## config.mk

```make
export PLATFORM = sky130hd
export DESIGN_NAME = l2_in_arbiter
export DESIGN_NICKNAME = d
export VERILOG_FILES = /design/src/rtl/l2_in_arbiter.sv
export SDC_FILE = /design/constraint.sdc
export NUM_CORES = 1
export LEC_CHECK = 0
export BUFFER_PORTS_ARGS = -buffer_cell sky130_fd_sc_hd__buf_2
export CAP_MARGIN = 20
export CORE_UTILIZATION = 30
export CTS_BUF_LIST = sky130_fd_sc_hd__clkbuf_16
export CTS_CLUSTER_DIAMETER = 40
export DETAILED_ROUTE_END_ITERATION = 16
export GPL_ROUTABILITY_DRIVEN = 0
export HOLD_SLACK_MARGIN = 0.06
export MAX_ROUTING_LAYER = met4
export PLACE_DENSITY_LB_ADDON = 0.15
export SETUP_SLACK_MARGIN = 0.3
export SLEW_MARGIN = 20
export SYNTH_ARGS = -nofsm -noshare
export SYNTH_HDL_FRONTEND = slang
export SYNTH_SLANG_ARGS = --single-unit
```

## constraint.sdc

```tcl
create_clock -name clk -period 2.52 [get_ports clk]
set_input_delay 0.252 -clock clk [delete_from_list [all_inputs] [get_ports clk]]
set_output_delay 0.252 -clock clk [all_outputs]
set_load 0.02 [all_outputs]
```

## src/rtl/l2_in_arbiter.sv

```systemverilog
`default_nettype none
// +--------------------------------------------------------------------------+
// | Module      : l2_in_arbiter                                              |
// | Description : Input arbiter and peek sequencer in front of the L2        |
// |               request buffer. Picks one of four input queues (rsp, fwd,  |
// |               cpu, flush) by fixed priority, peeks the request buffer    |
// |               for one cycle, then pops and dispatches the winner or      |
// |               leaves it blocked. Owns the free-entry count and the       |
// |               set-conflict / forward-stall blocking flags.               |
// | Ports       : clk, rst (async, active-low)                               |
// |               *_valid / *_ready  : head-of-queue handshake per class     |
// |               reqs_op_code       : request-buffer opcode                 |
// |               set/clr_* inputs   : request-buffer peek results           |
// |               reqs_alloc/free    : entry fill / release events           |
// |               fwd_stall_clr,done : pipeline feedback                     |
// |               dispatch_valid,decision : dispatch pulse and class         |
// |               reqs_cnt, set_conflict, fwd_stall, fwd_stall_i : status    |
// | Revision    : 1.0 - initial release                                      |
// +--------------------------------------------------------------------------+
module l2_in_arbiter #(
  parameter int N_REQS    = 4,
  parameter int REQS_BITS = 2
) (
  input  logic                 clk,
  input  logic                 rst,
  input  logic                 rsp_in_valid,
  input  logic                 fwd_in_valid,
  input  logic                 cpu_req_valid,
  input  logic                 flush_valid,
  output logic                 rsp_in_ready,
  output logic                 fwd_in_ready,
  output logic                 cpu_req_ready,
  output logic                 flush_ready,
  output logic [2:0]           reqs_op_code,
  input  logic                 set_set_conflict_reqs,
  input  logic                 clr_set_conflict_reqs,
  input  logic                 set_fwd_stall,
  input  logic                 clr_fwd_stall,
  input  logic                 set_fwd_stall_i,
  input  logic [REQS_BITS-1:0] fwd_stall_i_wr_data,
  input  logic                 reqs_alloc,
  input  logic                 reqs_free,
  input  logic                 fwd_stall_clr,
  input  logic                 done,
  output logic                 dispatch_valid,
  output logic [1:0]           decision,
  output logic [REQS_BITS:0]   reqs_cnt,
  output logic                 set_conflict,
  output logic                 fwd_stall,
  output logic [REQS_BITS-1:0] fwd_stall_i
);

  localparam logic [2:0] L2_REQS_IDLE       = 3'd0;
  localparam logic [2:0] L2_REQS_LOOKUP     = 3'd1;
  localparam logic [2:0] L2_REQS_PEEK_REQ   = 3'd2;
  localparam logic [2:0] L2_REQS_PEEK_FWD   = 3'd3;
  localparam logic [2:0] L2_REQS_PEEK_FLUSH = 3'd4;

  localparam logic [1:0] DEC_RSP   = 2'd0;
  localparam logic [1:0] DEC_FWD   = 2'd1;
  localparam logic [1:0] DEC_CPU   = 2'd2;
  localparam logic [1:0] DEC_FLUSH = 2'd3;

  localparam int                 CNT_W    = REQS_BITS + 1;
  localparam logic [REQS_BITS:0] CNT_FULL = CNT_W'(N_REQS);

  typedef enum logic [1:0] {
    ST_IDLE = 2'd0,
    ST_PEEK = 2'd1,
    ST_BUSY = 2'd2
  } state_t;

  state_t               state;
  state_t               next_state;
  logic                 elig_rsp;
  logic                 elig_fwd;
  logic                 elig_cpu;
  logic                 elig_flush;
  logic                 any_elig;
  logic [1:0]           winner;
  logic                 abort;
  logic                 capture;
  logic [REQS_BITS:0]   cnt_next;

  // Eligibility is gated by reset so the opcode stays IDLE while rst is low,
  // even if queues keep presenting valid heads.
  always_comb begin
    elig_rsp   = rst && rsp_in_valid;
    elig_fwd   = rst && fwd_in_valid && !fwd_stall;
    elig_cpu   = rst && cpu_req_valid && !set_conflict && (reqs_cnt != '0);
    elig_flush = rst && flush_valid && (reqs_cnt != '0) && !cpu_req_valid;
    any_elig   = elig_rsp || elig_fwd || elig_cpu || elig_flush;
    if (elig_rsp)      winner = DEC_RSP;
    else if (elig_fwd) winner = DEC_FWD;
    else if (elig_cpu) winner = DEC_CPU;
    else               winner = DEC_FLUSH;
  end

  // Flags sampled at the IDLE->PEEK edge already reflect this peek's result,
  // so the PEEK cycle can decide to abort from the registered values.
  assign abort   = ((decision == DEC_CPU) && set_conflict) ||
                   ((decision == DEC_FWD) && fwd_stall);
  assign capture = (state == ST_IDLE) && any_elig;

  always_ff @(posedge clk or negedge rst) begin
    if (!rst) begin
      state <= ST_IDLE;
    end else begin
      state <= next_state;
    end
  end

  always_comb begin
    next_state     = state;
    reqs_op_code   = L2_REQS_IDLE;
    dispatch_valid = 1'b0;
    case (state)
      ST_IDLE: begin
        if (any_elig) begin
          next_state = ST_PEEK;
          case (winner)
            DEC_RSP:  reqs_op_code = L2_REQS_LOOKUP;
            DEC_FWD:  reqs_op_code = L2_REQS_PEEK_FWD;
            DEC_CPU:  reqs_op_code = L2_REQS_PEEK_REQ;
            default:  reqs_op_code = L2_REQS_PEEK_FLUSH;
          endcase
        end
      end
      ST_PEEK: begin
        if (abort) begin
          next_state = ST_IDLE;
        end else begin
          dispatch_valid = 1'b1;
          next_state     = ST_BUSY;
        end
      end
      ST_BUSY: begin
        if (done) next_state = ST_IDLE;
      end
      default: next_state = ST_IDLE;
    endcase
  end

  assign rsp_in_ready  = dispatch_valid && (decision == DEC_RSP);
  assign fwd_in_ready  = dispatch_valid && (decision == DEC_FWD);
  assign cpu_req_ready = dispatch_valid && (decision == DEC_CPU);
  assign flush_ready   = dispatch_valid && (decision == DEC_FLUSH);

  // Decision and blocking flags. A set always beats a coincident clear.
  always_ff @(posedge clk or negedge rst) begin
    if (!rst) begin
      decision     <= DEC_RSP;
      set_conflict <= 1'b0;
      fwd_stall    <= 1'b0;
      fwd_stall_i  <= '0;
    end else begin
      if (capture) decision <= winner;

      if (capture && set_set_conflict_reqs)
        set_conflict <= 1'b1;
      else if ((capture && clr_set_conflict_reqs) || reqs_free)
        set_conflict <= 1'b0;

      if (capture && set_fwd_stall)
        fwd_stall <= 1'b1;
      else if ((capture && clr_fwd_stall) || fwd_stall_clr)
        fwd_stall <= 1'b0;

      if (capture && set_fwd_stall_i) fwd_stall_i <= fwd_stall_i_wr_data;
    end
  end

  // Free-entry counter saturates at both ends; alloc+free together cancel.
  always_comb begin
    cnt_next = reqs_cnt;
    if (reqs_alloc && !reqs_free && (reqs_cnt != '0))
      cnt_next = reqs_cnt - 1'b1;
    else if (reqs_free && !reqs_alloc && (reqs_cnt != CNT_FULL))
      cnt_next = reqs_cnt + 1'b1;
  end

  always_ff @(posedge clk or negedge rst) begin
    if (!rst) begin
      reqs_cnt <= CNT_FULL;
    end else begin
      reqs_cnt <= cnt_next;
    end
  end

  a_no_underflow: assert property (@(posedge clk) disable iff (!rst)
    !(reqs_alloc && !reqs_free && (reqs_cnt == '0)));
  a_no_overflow: assert property (@(posedge clk) disable iff (!rst)
    !(reqs_free && !reqs_alloc && (reqs_cnt == CNT_FULL)));

endmodule
`default_nettype wire

```

==> results.yml, run 1 <==
synth:
  yosysWarnings: 0
  syn_area_per_cell_um2: 9.853
  synth_top_area_share_pct: 35.27
  synth_nets: 91
  netlist.top_cell.by_area: "dfrtp_1"
  yosysSeqAreaShare_pct: 38.98
  synth_cell_type_count: 34
  synth_area_leaders: "dfrtp_1 35%, nand2_1 4.8%, mux2_4 4.2%"
  ys_ff_latch: 11
  synth_most_common_cell: "dfrtp_1"
  synth_common_cells: "10 x dfrtp_1, 9 x nand2_1, 4 x nand2b_1, 4 x nor2_1"
  synthesis.area_um2: 709.4
  synth_edf_count: 0
  synthFlopType: "dfrtp_1"
  postSynthCellCount: 72
  async_flop_share_pct: 100.0
global_route:
  grt_overflow: 0
  grt_first_pass_wirelength_um: 2656
  grt_use_total_pct: 14.24
  grt_max_degree: 16
  antenna_found_initial: 0
  grt_pass1_vias: 613
clock_tree:
  clock_latency_ps: 230
  cts_sinks: 11
  cts_buffers: 3
  clk_pin_slew_ps: 40
  clockBufferDepth: 2
  clock-root-buffer: "clkbuf_16"
  cts_setup_buffers: 0
  htreeDepth: 1
  cts_tree: "built"
die:
  row_count: 17
  start_util_pct: 32.07
  dieHeight_um: 50.63
  fp.coreArea_mm2: 0.002212
  die-area_mm2: 0.002563
  ios: 34
  die_x_um: 50.63
place:
  dpl_cell_area_um2: 909.6
  hpwlAfterDp_um: 1264
  dp_cells: 133
  numPortBuffers: 33
setup_path:
  slowest_stage: "dfrtp_1"
  endpoint: "reqs_op_code[1]"
  critPathMaxStageDelay_ps: 420
  reg2reg_from: "reqs_cnt[2]$_DFFE_PN1P_"
  startpoint: "reqs_cnt[0]$_DFFE_PN0P_"
  rrSetupSlack_ps: 840
  path_class: "flip-flop to primary output"
  crit_cells: 6
  crit_fanout: 5
  arrival_ps: 1810
  endpoint_kind: "primary output"
  crit_required_ps: 2270
  crit_buf_inv: 1
  r2r_cells: 6
  cpLargestDelayFamily: "simple AND/OR/NAND/NOR gates"
  worstSetupStartpointType: "flip-flop"
  r2r-end: "reqs_cnt[2]$_DFFE_PN1P_"
  crit_chain: "nor3_2, nor3_1, o21ai_0, ha_1, and2_1, buf_2"
final_layout:
  drive_gt1_share_pct: 41.82
  area_delta_synth_final_pct: 41.09
  final_nets: 130
  final_util_pct: 45.25
  instances_no_fill: 138
  diodes: 0
  finalInstanceArea_mm2: 0.001001
timing:
  fmax_ghz: 0.4841
  rsz0062_at_grt: "no"
  period_needed_ps: 2066
  final-hold-violation-count: 0
  maxSlewViolCount: 0
  maxSlewHeadroom_pct: 77.63
  hold_ws_ps: 227.3
  clock_skew_ps: 1.535
  finalSetupTns_ps: 0
  period_share_pct: 81.96
  worstMarginPinSlew_ps: 334.0
  setup_viol: 0
job:
  maxCapViolCount: 0
route:
  dr.pass1.iters: 4
  route.detailed.drc: 0
  vias: 656
  wl_per_cell_um: 11.62
  drt-total-wl_um: 1603
  ant_nets: 0
  via_per_inst: 4.754
  drt_iter0_drc: 16
worst_hold_path:
  hold_path.class: "input port to flip-flop"
power_and_ir_drop:
  max-vdd-ir-drop_mv: 0.4931
  p_leak_nw: 0.4997
  power_density_mw_per_mm2: 1163
outcome:
  outcome: "completed"
==> layer usage <==
layer | GRT usage (%) | vias up | wire length (um)
met2 | 23.56 | 21 | 755
li1 | - | 330 | -
met4 | 4.167 | 0 | 9
met3 | 3.030 | 2 | 81
met5 | - | - | 0
met1 | 17.34 | 303 | 756
==> flip-flops by register name (all words and copies together) (netlist names) <==
register / cells
decision: 2
fwd_stall: 1
fwd_stall_i: 2
reqs_cnt: 3
set_conflict: 1
state: 2
==> power breakdown <==
group / total (mW) / switching [mW] / internal, mW
registers: 0.353 / 0.0915 / 0.262
logic: 0.524 / 0.303 / 0.221
clock network: 0.287 / 0.0783 / 0.208
total: 1.16 / 0.473 / 0.691
==> cell families (layout without fill, tap and decap cells) <==
group | Yosys count | in the layout | share of synthesized area, %
adders and majority gates | 2 | 2 | 4.585
DFF | 11 | 11 | 38.98
muxes | 3 | 3 | 5.820
and+or+nand+nor | 34 | 34 | 27.69
AOI/OAI and AO/OA | 17 | 17 | 18.87
xor gates and xnor gates | 2 | 2 | 2.470
buffers and inverters | 3 | 41 | 1.587
==> through the flow <==
step	setup slack, ps	power, mW
6_report	454.5	1.164
5_1_grt	308.9	1.251
4_1_cts	365.6	1.178
3_5_place_dp	709.7	0.8839
3_3_place_gp	755.4	0.8769
2_1_floorplan	816.9	0.7142
==> cell type report <==
type | instances | area, um2
Clock buffer | 3 | 75.07
Clock inverter | 1 | 3.754
Fill cell | 222 | 1211
Inverter | 3 | 11.26
Multi-Input combinational cell | 58 | 421.7
Sequential cell | 11 | 276.5
Tap cell | 28 | 35.03
Timing Repair Buffer | 34 | 177.7
==> what timing repair did <==
item / 4_1_cts / 5_1_grt
endpoints found under the hold margin: 10 / 0
endpoints found under the setup margin: 0 / 1
resized for setup: 0 / 1
hold buffers: 1 / 0
==> worst min path at each step <==
stage | from | to | slack (ps) | depth (start not counted)
final | set_fwd_stall | fwd_stall$_DFFE_PN0P_ | 230 | 2
after global routing | set_fwd_stall | fwd_stall$_DFFE_PN0P_ | 230 | 2
after CTS | set_fwd_stall | fwd_stall$_DFFE_PN0P_ | 230 | 2
after detailed placement | rst | decision[0]$_DFFE_PN0N_ | 170 | 1
after global placement | rst | decision[0]$_DFFE_PN0N_ | 160 | 1
after floorplan | rst | decision[0]$_DFFE_PN0N_ | -40 | 0
==> cells in the final DEF, fill, tap and decap left out, types with 3 or more instances in the layout <==
master / instances
inv_1: 4
nor2_1: 4
clkbuf_16: 3
o21ai_0: 3
a21oi_1: 3
dfrtp_1: 10
buf_2: 32
nand2b_1: 4
nand2_1: 9
(Power assumes the default switching activity.)
==> run 2, diff against run 1 <==
- clock period: 2.52 -> 1.8 ns (I/O delays scaled with it)
==> run 2 against run 1 <==
Effect of this change:
- the flow now finishes with violations (negative setup slack)
- total power increased by 80%
- clock power up 39%
- non-clock buffer count rose by 19
- routed wire length increased by 30%
- global-route usage is 3.4 points higher
- cell count rose by 14%
- critical path depth unchanged
- first-iteration DRC count is 19% lower
- sequential cell count stayed put
- combinational power increased by 130%
==> results.yml, run 2 (same netlist as run 1, synthesis figures left out) <==
power_and_ir_drop:
  switching_share_pct: 38.79
  finalPower_mw: 2.093
  seq_power_share_pct: 22.8
  max-vdd-ir-drop_mv: 1.107
  clkPwrFrac_pct: 19.1
  p_sw_uw: 812.1
  p_leak_nw: 0.6135
  internal-power_mw: 1.281
  power_density_mw_per_mm2: 1648
  pwr-share-comb_pct: 58.2
timing:
  clock_skew_ps: 1.715
  maxSlewHeadroom_pct: 73.75
  fmax_ghz: 0.5532
  final-hold-violation-count: 0
  period_needed_ps: 1808
  setup_ws_ps: -7.795
  finalSetupTns_ps: -7.795
  setup_viol: 1
  rsz0062_at_grt: "yes"
  worstMarginPinSlew_ps: 392.5
  period_share_pct: 100.4
  hold_ws_ps: 161.0
  maxSlewViolCount: 0
final_layout:
  diodes: 0
  final_nets: 149
  final_util_pct: 57.41
  largest_reg_flops: 3
  area_delta_synth_final_pct: 79.01
  layout_common_cells: "28 x buf_2, 13 x buf_4, 11 x buf_6"
  regMostFlops: "reqs_cnt"
  drive_gt1_share_pct: 64.34
  final_common_cell: "buf_2"
clock_tree:
  clk_pin_slew_ps: 40
  htreeDepth: 1
  clock_latency_ps: 240
  clockBufferDepth: 2
  cts_sinks: 11
  cts_buffers: 3
  cts_tree: "built"
  clock-root-buffer: "clkbuf_16"
job:
  maxCapViolCount: 0
setup_path:
  worstSetupStartpointType: "flip-flop"
  critPathMaxStageDelay_ps: 420
  crit_required_ps: 1620
  path_class: "flip-flop to primary output"
  arrival_ps: 1630
  slowest_stage: "dfrtp_2"
  crit_buf_inv: 1
  endpoint_kind: "primary output"
  cpLargestDelayFamily: "simple AND/OR/NAND/NOR gates"
  crit_chain: "nor3_4, nor3_2, o21ai_1, ha_1, and2_4, buf_6"
  crit_fanout: 3
global_route:
  grt_first_pass_wirelength_um: 3208
  grt_use_total_pct: 17.59
  grt_overflow: 0
  grt_max_degree: 9
  antenna_found_initial: 0
  grt_pass1_vias: 686
die:
  die_x_um: 50.63
  ios: 34
  fp.coreArea_mm2: 0.002212
  dieHeight_um: 50.63
  row_count: 17
  start_util_pct: 32.07
  die-area_mm2: 0.002563
outcome:
  failed_checks: "negative setup slack"
  outcome: "finished with violations"
route:
  dr.pass1.iters: 4
  ant_nets: 0
  drt-total-wl_um: 2089
  drt_iter0_drc: 13
  vias: 734
  wl_per_cell_um: 13.31
  via_per_inst: 4.675
  route.detailed.drc: 0
worst_hold_path:
  hold_path.class: "input port to flip-flop"
place:
  hpwlAfterDp_um: 1383
  numPortBuffers: 33
-- run 2: changes by cell type in the layout (fill, tap and decap cells not counted), moves of 3 or more --
| cell | previous run | this run |
|---|---|---|
| buf_4 | 0 | 13 |
| buf_6 | 0 | 11 |
| dfrtp_2 | 0 | 3 |
| dfrtp_1 | 10 | 7 |
| buf_2 | 32 | 28 |
-- run 2: layer usage --
metal | up-vias | GRT usage (%) | part of all wire, %
met5 | - | - | 0
met2 | 19 | 29.56 | 53
met1 | 342 | 21.52 | 44
met3 | 2 | 2.727 | 3.1
li1 | 371 | - | -
met4 | 0 | 5.556 | 0.43
-- run 2: layout make-up --
class | instances | area, um2
fill | 203 | 942.2
multi-input combinational | 58 | 493.0
timing repair buffer | 53 | 371.6
sequential | 11 | 280.3
clock buffer | 3 | 75.07
tap | 28 | 35.03
inverter | 3 | 11.26
clock inverter | 1 | 3.754
-- run 2: final timing paths --
path | from | end | cells after the start | slack [ps]
setup / recovery | reqs_cnt[1]$_DFFE_PN0P_ | reqs_op_code[1] | 6 | -8
hold / removal | set_fwd_stall | fwd_stall$_DFFE_PN0P_ | 2 | 160
setup reg to reg | reqs_cnt[2]$_DFFE_PN1P_ | decision[0]$_DFFE_PN0N_ | 6 | 140
hold reg to reg | fwd_stall_i[1]$_DFFE_PN0P_ | fwd_stall_i[1]$_DFFE_PN0P_ | 1 | 500
max in group asynchronous | rst | reqs_cnt[2]$_DFFE_PN1P_ | 3 | 840
min in group asynchronous | rst | fwd_stall_i[1]$_DFFE_PN0P_ | 2 | 460
-- run 2: what timing repair did --
item                                    CTS  global route
hold buffers                              1             0
pin swaps                                 7             7
hold endpoints to repair                 10             0
buffers inserted                         11             6
endpoints found under the setup margin    9            11
resized for setup                        20            11
-- run 2: power groups by stage --
stage,logic (mW),registers (mW),clock network (mW)
final,1.22,0.477,0.399
after global routing,1.30,0.491,0.420
after CTS,1.07,0.478,0.404
after detailed placement,0.786,0.514,0
after global placement,0.777,0.512,0
after floorplan,0.435,0.606,0
-- run 2: worst reg2reg max path: stages (launching register included) --
cell and delay (ps):
dfstp_2 540, nor3_4 50, buf_4 130, a21o_4 190, a21oi_4 190, buf_6 130
mux2_2 320
-- run 2: through the flow --
| stage | instance area, um2 | setup slack (ps) | instances |
|---|---|---|---|
| after global routing | 1270 | -81.79 | 157 |
| final | 1270 | -7.795 | 157 |
| after detailed placement | 947.2 | 143.9 | 135 |
| after floorplan | 732.0 | 201.0 | 72 |
| after CTS | 1191 | -9.659 | 151 |
| after global placement | 947.2 | 164.1 | 135 |
